## src/rtl/regfile_write_queue_pkg.sv

```systemverilog
// Shared widths and the queue entry layout for the register-file write queue.
// Pure declarations: no latency, no flow control.
package regfile_write_queue_pkg;

  localparam int RF_WORD_SIZE = 32;
  localparam int REG_ADDR_W   = 5;
  localparam int WQ_DEPTH     = 4;

  typedef struct packed {
    logic                    live;
    logic [REG_ADDR_W-1:0]   addr;
    logic [RF_WORD_SIZE-1:0] data;
  } wq_entry_t;

endpackage

```

## src/rtl/wq_bypass_lookup.sv

```systemverilog
// Youngest-match search of the queue for one read address; purely combinational.
// No backpressure: result is valid in the same cycle as the lookup address.
module wq_bypass_lookup #(
  parameter int WORD_SIZE = 32,
  parameter int ADDR_W    = 5,
  parameter int DEPTH     = 4,
  localparam int PW       = $clog2(DEPTH)
) (
  input  logic [DEPTH-1:0]                 live,
  input  logic [DEPTH-1:0][ADDR_W-1:0]     addr,
  input  logic [DEPTH-1:0][WORD_SIZE-1:0]  data,
  input  logic [PW-1:0]                    tail,
  input  logic [ADDR_W-1:0]                q_addr,
  output logic                             hit,
  output logic [WORD_SIZE-1:0]             byp
);

  logic [PW-1:0] idx;

  // Walk oldest (tail-DEPTH) to youngest (tail-1); later matches overwrite earlier ones.
  always_comb begin
    hit = 1'b0;
    byp = '0;
    idx = '0;
    for (int k = DEPTH; k >= 1; k--) begin
      idx = tail - PW'(k);
      if (live[idx] && (addr[idx] == q_addr) && (q_addr != '0)) begin
        hit = 1'b1;
        byp = data[idx];
      end
    end
  end

endmodule

```

## src/rtl/regfile_write_queue.sv

```systemverilog
// Buffers multi-cycle write-backs and drains them into the register file port when the pipeline is idle.
// Latency: earliest drain one cycle after accept; in_ready drops only when all DEPTH slots are occupied.
module regfile_write_queue
  import regfile_write_queue_pkg::*;
#(
  parameter int WORD_SIZE = RF_WORD_SIZE,
  parameter int ADDR_W    = REG_ADDR_W,
  parameter int DEPTH     = WQ_DEPTH,
  localparam int PW       = $clog2(DEPTH),
  localparam int CW       = PW + 1
) (
  input  logic                 clk,
  input  logic                 rst,
  input  logic                 in_valid,
  output logic                 in_ready,
  input  logic [ADDR_W-1:0]    in_addr,
  input  logic [WORD_SIZE-1:0] in_data,
  input  logic                 wb_we,
  input  logic [ADDR_W-1:0]    wb_addr,
  input  logic [WORD_SIZE-1:0] wb_data,
  output logic [ADDR_W-1:0]    A3,
  output logic [WORD_SIZE-1:0] WD3,
  output logic                 WE3,
  input  logic [ADDR_W-1:0]    q_A1,
  input  logic [ADDR_W-1:0]    q_A2,
  output logic                 hit1,
  output logic                 hit2,
  output logic [WORD_SIZE-1:0] byp1,
  output logic [WORD_SIZE-1:0] byp2,
  output logic [CW-1:0]        count
);

  logic [DEPTH-1:0]                live_q;
  logic [DEPTH-1:0][ADDR_W-1:0]    addr_q;
  logic [DEPTH-1:0][WORD_SIZE-1:0] data_q;
  logic [PW-1:0]                   head;
  logic [PW-1:0]                   tail;

  logic push;
  logic pop;
  logic kill;

  assign in_ready = (count != CW'(DEPTH));
  assign pop      = !wb_we && (count != '0);
  assign push     = in_valid && in_ready && (in_addr != '0);
  // A pipeline write is younger than anything queued, so it supersedes same-address entries.
  assign kill     = wb_we && (wb_addr != '0);

  always_ff @(posedge clk or negedge rst) begin
    if (!rst) begin
      head   <= '0;
      tail   <= '0;
      count  <= '0;
      live_q <= '0;
      addr_q <= '0;
      data_q <= '0;
    end else begin
      for (int i = 0; i < DEPTH; i++) begin
        if (kill && (addr_q[i] == wb_addr)) live_q[i] <= 1'b0;
      end
      if (pop) begin
        live_q[head] <= 1'b0;
        head         <= head + 1'b1;
      end
      if (push) begin
        live_q[tail] <= !(kill && (in_addr == wb_addr));
        addr_q[tail] <= in_addr;
        data_q[tail] <= in_data;
        tail         <= tail + 1'b1;
      end
      if (push && !pop)      count <= count + 1'b1;
      else if (pop && !push) count <= count - 1'b1;
    end
  end

  always_comb begin
    A3  = '0;
    WD3 = '0;
    WE3 = 1'b0;
    if (!rst) begin
      A3  = '0;
      WD3 = '0;
      WE3 = 1'b0;
    end else if (wb_we) begin
      A3  = wb_addr;
      WD3 = wb_data;
      WE3 = 1'b1;
    end else if (count != '0) begin
      A3  = addr_q[head];
      WD3 = data_q[head];
      WE3 = live_q[head] && (addr_q[head] != '0);
    end
  end

  wq_bypass_lookup #(.WORD_SIZE(WORD_SIZE), .ADDR_W(ADDR_W), .DEPTH(DEPTH)) u_byp1 (
    .live(live_q), .addr(addr_q), .data(data_q), .tail(tail),
    .q_addr(q_A1), .hit(hit1), .byp(byp1)
  );

  wq_bypass_lookup #(.WORD_SIZE(WORD_SIZE), .ADDR_W(ADDR_W), .DEPTH(DEPTH)) u_byp2 (
    .live(live_q), .addr(addr_q), .data(data_q), .tail(tail),
    .q_addr(q_A2), .hit(hit2), .byp(byp2)
  );

endmodule

```

## config.mk

```make
export PLATFORM = sky130hd
export DESIGN_NAME = regfile_write_queue
export DESIGN_NICKNAME = d
export VERILOG_FILES = /design/src/rtl/regfile_write_queue_pkg.sv /design/src/rtl/wq_bypass_lookup.sv /design/src/rtl/regfile_write_queue.sv
export SDC_FILE = /design/constraint.sdc
export NUM_CORES = 1
export LEC_CHECK = 0
export ABC_CLOCK_PERIOD_IN_PS = 14200
export BUFFER_PORTS_ARGS = -buffer_cell sky130_fd_sc_hd__buf_2
export CAP_MARGIN = 20
export CORE_ASPECT_RATIO = 1.1
export CORE_MARGIN = 2
export CORE_UTILIZATION = 25
export DETAILED_ROUTE_END_ITERATION = 16
export GPL_TIMING_DRIVEN = 0
export PLACE_DENSITY_LB_ADDON = 0.08
export SYNTH_ARGS = -nofsm -noshare
export SYNTH_HDL_FRONTEND = slang
export SYNTH_SLANG_ARGS = --single-unit
```

## constraint.sdc

```tcl
create_clock -name clk -period 14.2 [get_ports clk]
set_input_delay 2.84 -clock clk [delete_from_list [all_inputs] [get_ports clk]]
set_output_delay 2.84 -clock clk [all_outputs]
set_load 0.05 [all_outputs]
```

# Word-level counts from Yosys, hierarchy flattened
# Index checks and enable logic that the tools add are counted.
[word_totals] output_inout_bits=108 elab_cells=157 regBits=159
[op_classes] n_lt_le_gt_ge=7 n_bitwise=2 addsub=7 reduce_logical=41 eq_ne=14 n_mux=74
[op_table] cell="2-to-1 mux 32 bit" n=17
[op_table] cell="binary-select mux 32 bit (select 2 bit)" n=5
[op_table] cell="bitwise mux 128 bit" n=1
[op_table] cell="equality test 5 bit" n=13
[op_table] cell="demux 32 bit (select 2 bit)" n=1
[op_table] cell="binary-select mux 5 bit (select 2 bit)" n=5
[op_table] cell="2-to-1 mux 5 bit" n=9
[op_table] cell="logical AND 1 bit" n=30
[op_table] cell="nonzero test 5 bit" n=5
[op_table] cell="2-to-1 mux 1 bit" n=22
[op_table] cell="bitwise mux 20 bit" n=1
[op_table] cell="< comparator 2 x 3 -> 1 bit, second input constant" n=5
[op_table] cell="binary-select mux 1 bit (select 2 bit)" n=5
[op_table] cell="demux 5 bit (select 2 bit)" n=1
[op_table] cell="2-to-1 mux 4 bit" n=2
[op_table] cell="2-to-1 mux 3 bit" n=2
[op_table] cell="adder 2 x 1 -> 2 bit, second input constant" n=2
[op_table] cell="AND 4 bit" n=1
[op_table] cell="bitwise mux 4 bit" n=1
[op_table] cell="demux 1 bit (select 2 bit)" n=2
[op_table] cell=">= comparator 2 x 1 -> 1 bit, second input constant" n=2
[op_table] cell="logical NOT 1 bit" n=4
[op_table] cell="inverter 4 bit" n=1
[op_table] cell="subtractor 2 bit, second input constant" n=2
[op_table] cell="other kinds (6)" n=6

# Logic depth before layout (Yosys ltp)
[depth] depth_word=9 mapped_depth=16 mapped_depth_nobuf=9

# Modules after synthesis
# From an unflattened synthesis, not the netlist that was laid out.
[unflattened] cells_unflattened=1860 area_unflattened_um2=18728.0
[by_module_without_submodules] module="wq_bypass_lookup" n_inst=2 cells_each=654 seq_area_each_um2=0.0 area_each_um2=5387.7
[by_module_without_submodules] module="regfile_write_queue" n_inst=1 cells_each=552 seq_area_each_um2=3978.8 area_each_um2=7952.6

# Worst setup path before layout
# No wires, ideal clock.
[synth_timing] path_kind="input port to output port" from="input q_A1[2]" to="output byp1[30]" path_stages=8 arrival_ns=5.599 path_slack_ns=5.761 n_path_buf=2 required_time_ns=11.360 path_cell_list="clkbuf_1 -> or4_1 -> o21ai_0 -> a2111o_1 -> or3_1 -> buf_2 -> a31oi_1 -> a311oi_1"
[synth_via] elab_chain_len=7 word_cells_on_any_way=17 cone_classes="eq/ne (4); mux (4); reduce/logical (9)"
[synth_rtl] element="start: declaration" line_no="regfile_write_queue.sv:24" rtl="input logic [ADDR_W-1:0] q_A1,"
[synth_rtl] element="equality test 5 bit" line_no="wq_bypass_lookup.sv:27" rtl="if (live[idx] && (addr[idx] == q_addr) && (q_addr != '0)) begin"
[synth_rtl] element="logical AND 1 bit (2 in series)" line_no="wq_bypass_lookup.sv:27"
[synth_rtl] element="2-to-1 mux 32 bit (3 in series)" line_no="wq_bypass_lookup.sv:27"
[synth_rtl] element="2-to-1 mux 32 bit *" line_no="wq_bypass_lookup.sv:27"
[synth_rtl] element="end: declaration" line_no="regfile_write_queue.sv:28" rtl="output logic [WORD_SIZE-1:0] byp1,"
# Every way passes the cells marked *; elsewhere a longest branch is shown, timed or not.

# Worst setup path after layout
[layout_timing] from="register tail[1]" to="output byp1[0]"
[layout_via] elab_chain_len=9 word_cells_on_any_way=43 cone_classes="add/sub (3); eq/ne (4); mux (28); reduce/logical (8)"
[layout_rtl] element="start: declaration" line_no="regfile_write_queue.sv:37" rtl="logic [PW-1:0] tail;"
[layout_rtl] element="start signal: assignment" line_no="regfile_write_queue.sv:69" rtl="tail <= tail + 1'b1;"
[layout_rtl] element="subtractor 2 bit / binary-select mux 5 bit (select 2 bit) (equally long branches)" line_no="wq_bypass_lookup.sv:26, wq_bypass_lookup.sv:27"
[layout_rtl] element="binary-select mux 5 bit (select 2 bit) / 2-to-1 mux 5 bit (equally long branches)" line_no="wq_bypass_lookup.sv:27"
[layout_rtl] element="2-to-1 mux 5 bit (not written as such) / equality test 5 bit (equally long branches)" line_no="wq_bypass_lookup.sv:27"
[layout_rtl] element="equality test 5 bit / logical AND 1 bit (equally long branches)" line_no="wq_bypass_lookup.sv:27"
[layout_rtl] element="logical AND 1 bit" line_no="wq_bypass_lookup.sv:27"
[layout_rtl] element="logical AND 1 bit / 2-to-1 mux 32 bit (equally long branches)" line_no="wq_bypass_lookup.sv:27"
[layout_rtl] element="2-to-1 mux 32 bit (2 in series)" line_no="wq_bypass_lookup.sv:27"
[layout_rtl] element="2-to-1 mux 32 bit *" line_no="wq_bypass_lookup.sv:27"
# Every way passes the cells marked *; elsewhere a longest branch is shown, timed or not. The select of a mux whose other input is x is not followed.

==> impl_metrics.py <==
metrics = {
    "power_and_ir_drop": {
        "cellInternalPower_w": 0.00255,
        "power_frac_comb_pct": 70.0,
        "finalPower_w": 0.00508,
        "p_sw_share_pct": 49.8,
        "p_leak_nw": 6.29,
        "power.density_mw_per_mm2": 301,
        "seqPwrFrac_pct": 20.9,
        "vdd_drop_max_mv": 0.106,
        "power_frac_clock_pct": 9.1,
        "p_switching_w": 0.00253,
    },
    "place": {
        "routabilityCongestion": 0.832,
        "dp_worst_setup_slack_ns": 4.37,
        "hpwlAfterDp_um": 44500,
        "port_buffers": 180,
    },
    "timing": {
        "finalClockSkew_ns": 0.00847,
        "fin_crit_ns": 10.21,
        "worst_slack_ns": 3.99,
        "worstMarginPinSlew_ns": 1.12,
        "maxSlewViolCount": 0,
        "slew_headroom_pct": 25.0,
        "max_freq_ghz": 0.0980,
        "period_share_pct": 71.9,
        "finalSetupTns_ns": 0,
        "rsz0062_at_grt": "false",
        "setup-violations-final": 0,
        "hold_viol_final": 0,
    },
    "logic_synthesis": {
        "synthArstFlopShare_pct": 100,
        "synth.area.top_cells": "mux4_2 30%, dfrtp_1 28%, mux2_2 12%",
        "synth_top_family_by_area": "multiplexers",
        "synth_area_sq_mm": 0.0143,
        "synth_edf_count": 0,
        "avgSynthCellArea_sq_um": 11.8,
        "synth-xor-area-share_pct": 4.21,
        "yosysSeqAreaShare_pct": 27.7,
        "synth_compound_area_share_pct": 10.9,
        "synth_top_area_share_pct": 29.7,
        "yosys_warnings": 0,
        "ys_ff_latch": 159,
        "ys.flop_type": "dfrtp_1",
        "synth.most_common_cell": "mux4_2",
        "yosys.area_share.simple_pct": 10.0,
        "muxShareOfSynthArea_pct": 41.8,
        "synthCells": 1215,
        "yosysUniqueCellTypes": 46,
        "synth_top_area_cell": "mux4_2",
        "synth.top_cells.by_count": "189 x mux4_2, 159 x dfrtp_1, 150 x mux2_2",
        "synth_adder_area_share_pct": 0.924,
        "syn-num-nets": 1313,
    },
    "die": {
        "fp-row-count": 92,
        "die_area_sq_mm": 0.0593,
        "core_area_sq_mm": 0.0570,
        "io_pins": 196,
        "die_w_um": 232,
        "start_util_pct": 25.2,
        "die_y_um": 255,
    },
    "drt": {
        "dr.first_iter.drc_count": 989,
        "drtPass1Iterations": 5,
        "drtAntennaViolNets": 0,
        "num_vias": 12000,
        "routedWlPerCell_um": 28.0,
        "routed_via_density": 5.51,
        "remaining_drc_errors": 0,
        "wl_um": 61200,
    },
    "worst_hold_path": {
        "min_to": "count[2]$_DFFE_PN0P_",
        "hold_depth": 1,
        "hold_start": "count[2]$_DFFE_PN0P_",
        "hold_path.class": "flop to flop",
    },
    "cts": {
        "clk_pin_slew_worst_paths_ns": 0.07,
        "post_cts_buffers": 0,
        "cts_resized": 0,
        "cts_tree": "built",
        "cts_hold_buf": 0,
        "cts_buffers": 17,
        "clk_latency_ns": 0.49,
        "cts_buffer_depth": 2,
        "clock-root-buffer": "clkbuf_16",
        "htreeDepth": 4,
        "clock-sinks": 159,
    },
    "layout": {
        "fin_nets": 1517,
        "multi_input_area_sq_mm": 0.00974,
        "drive_above_1_share_pct": 41.3,
        "synthToLayoutAreaGrowth_pct": 17.4,
        "fillers": 5892,
        "regArea_sq_mm": 0.00398,
    },
    "critical_path": {
        "r2r-end": "tail[1]$_DFFE_PN0N_",
        "crit_fanout": 10,
        "required_ns": 11.36,
        "worst_r2r_path_depth": 13,
        "crit_buf_inv": 9,
        "path_cells": "buf_1 -> buf_2 -> buf_1 -> buf_1 -> inv_1 -> ha_1 -> buf_6 -> buf_2 -> mux4_2 -> xnor2_1 -> nand4_1 -> nor3_1 -> clkbuf_1 -> nand2_1 -> o21ai_1 -> buf_2",
        "critPathKind": "flop to output port",
        "crit_slowest_cell": "nor3_1",
        "r2r_setup_slack_ns": 8.30,
        "crit_path_max_incr_delay_ns": 0.88,
        "arrival_ns": 7.37,
        "endpoint_kind": "output port",
        "startpoint_type": "flop",
        "r2r-start": "tail[1]$_DFFE_PN0N_",
        "cp_top_family": "buffers and inverters",
    },
    "status": {
        "status": "completed",
    },
    "global_routing": {
        "grt_max_degree": 84,
        "antenna_found_initial": 0,
        "first_global_vias": 12200,
        "gr-total-overflow": 0,
        "grt.total_usage_pct": 20.8,
        "grt_pass1_wl_um": 88500,
    },
    "job": {
        "maxCapViolCount": 0,
    },
}
==> flip-flops by register name, summed over array words and instances, names as in the netlist <==
signal  cells
live_q      4
count       3
tail        2
data_q    128
head        2
addr_q     20
==> stage by stage <==
step	std cells	hold WS [ns]	utilization, %	cell area, sq um
global placement	2147	0.520	28.4	16200
detailed placement	2151	0.521	28.6	16300
floorplan	1215	0.540	-	14300
CTS	2183	0.533	29.5	16800
finish	2185	0.530	29.6	16800
global route	2184	0.565	29.6	16800
==> cells in the final DEF, fill, tap and decap left out, types with 3 or more instances in the layout <==
cell type,count
buf_2,207
mux4_2,189
dfrtp_1,159
mux2_2,150
clkbuf_1,90
nand2_1,80
xnor2_1,48
nor2_1,42
o21ai_0,40
a22oi_1,38
nor2b_1,37
o21ai_1,33
and2_1,33
a311oi_1,32
o31ai_1,32
a221oi_1,31
nor4b_1,30
xor2_1,21
clkbuf_16,17
buf_1,15
nand4_1,15
nor3_1,13
ha_1,9
inv_1,7
buf_6,7
mux2i_1,5
buf_8,4
nand3_1,4
clkinv_4,4
clkinvlp_4,4
or4_1,3
a21oi_1,3
o21a_1,3
==> cell families (layout without fill, tap and decap cells) <==
logic type               after synthesis  after routing
XOR/XNOR                              69             69
multiplexers                         344            344
buffers and inverters                145            362
flip-flops                           159            159
other                                  0              1
AO/OA/AOI/OAI                        220            220
adder cells (fa/ha/maj)               10             10
AND/OR/NAND/NOR                      268            268
==> routing by layer <==
layer / global-route usage, % / vias up / share of wire, %
li1: - / 5255 / -
met1: 27.4 / 6365 / 44
met2: 34.1 / 353 / 49
met3: 4.01 / 73 / 4.7
met4: 7.58 / 0 / 3.0
met5: 0 / - / 0
==> power by group through the flow <==
stage,registers [W],logic [W],clock network (W)
after floorplan,0.000930,0.00265,0
after global placement,0.00104,0.00354,0
after detailed placement,0.00106,0.00356,0
after CTS,0.00105,0.00358,0.000479
after global routing,0.00111,0.00377,0.000495
final,0.00106,0.00355,0.000462
==> worst max path at each step <==
| stage | startpoint | depth (start not counted) | to | slack (ns) |
|---|---|---|---|---|
| finish | tail[1]$_DFFE_PN0N_ | 16 | byp1[0] | 3.99 |
| global route | tail[1]$_DFFE_PN0N_ | 16 | byp1[0] | 3.55 |
| CTS | tail[1]$_DFFE_PN0N_ | 16 | byp1[0] | 3.84 |
| detailed placement | tail[1]$_DFFE_PN0N_ | 16 | byp1[0] | 4.37 |
| global placement | rst | 5 | WD3[15] | 3.46 |
| floorplan | q_A1[2] | 8 | byp1[30] | 5.76 |
==> worst reg2reg max path, delay by kind of cell, from the launching register on <==
kind,cells,cell delay (ns)
simple gates,1,0.10
fa+ha+maj,1,0.35
buf+inv,10,4.71
compound gates,1,0.12
flops,1,0.55
==> final cells by class <==
cell class                 count  share of cell area [%]
antenna                        1                  0.0149
buffer                       138                    3.60
clock buffer                  20                    2.65
clock inverter                12                   0.676
inverter                       7                   0.156
multi-input combinational    911                    57.8
sequential                   159                    23.6
tap                          752                    5.59
timing repair buffer         185                    5.88
Power figures use the tool's default switching activity.
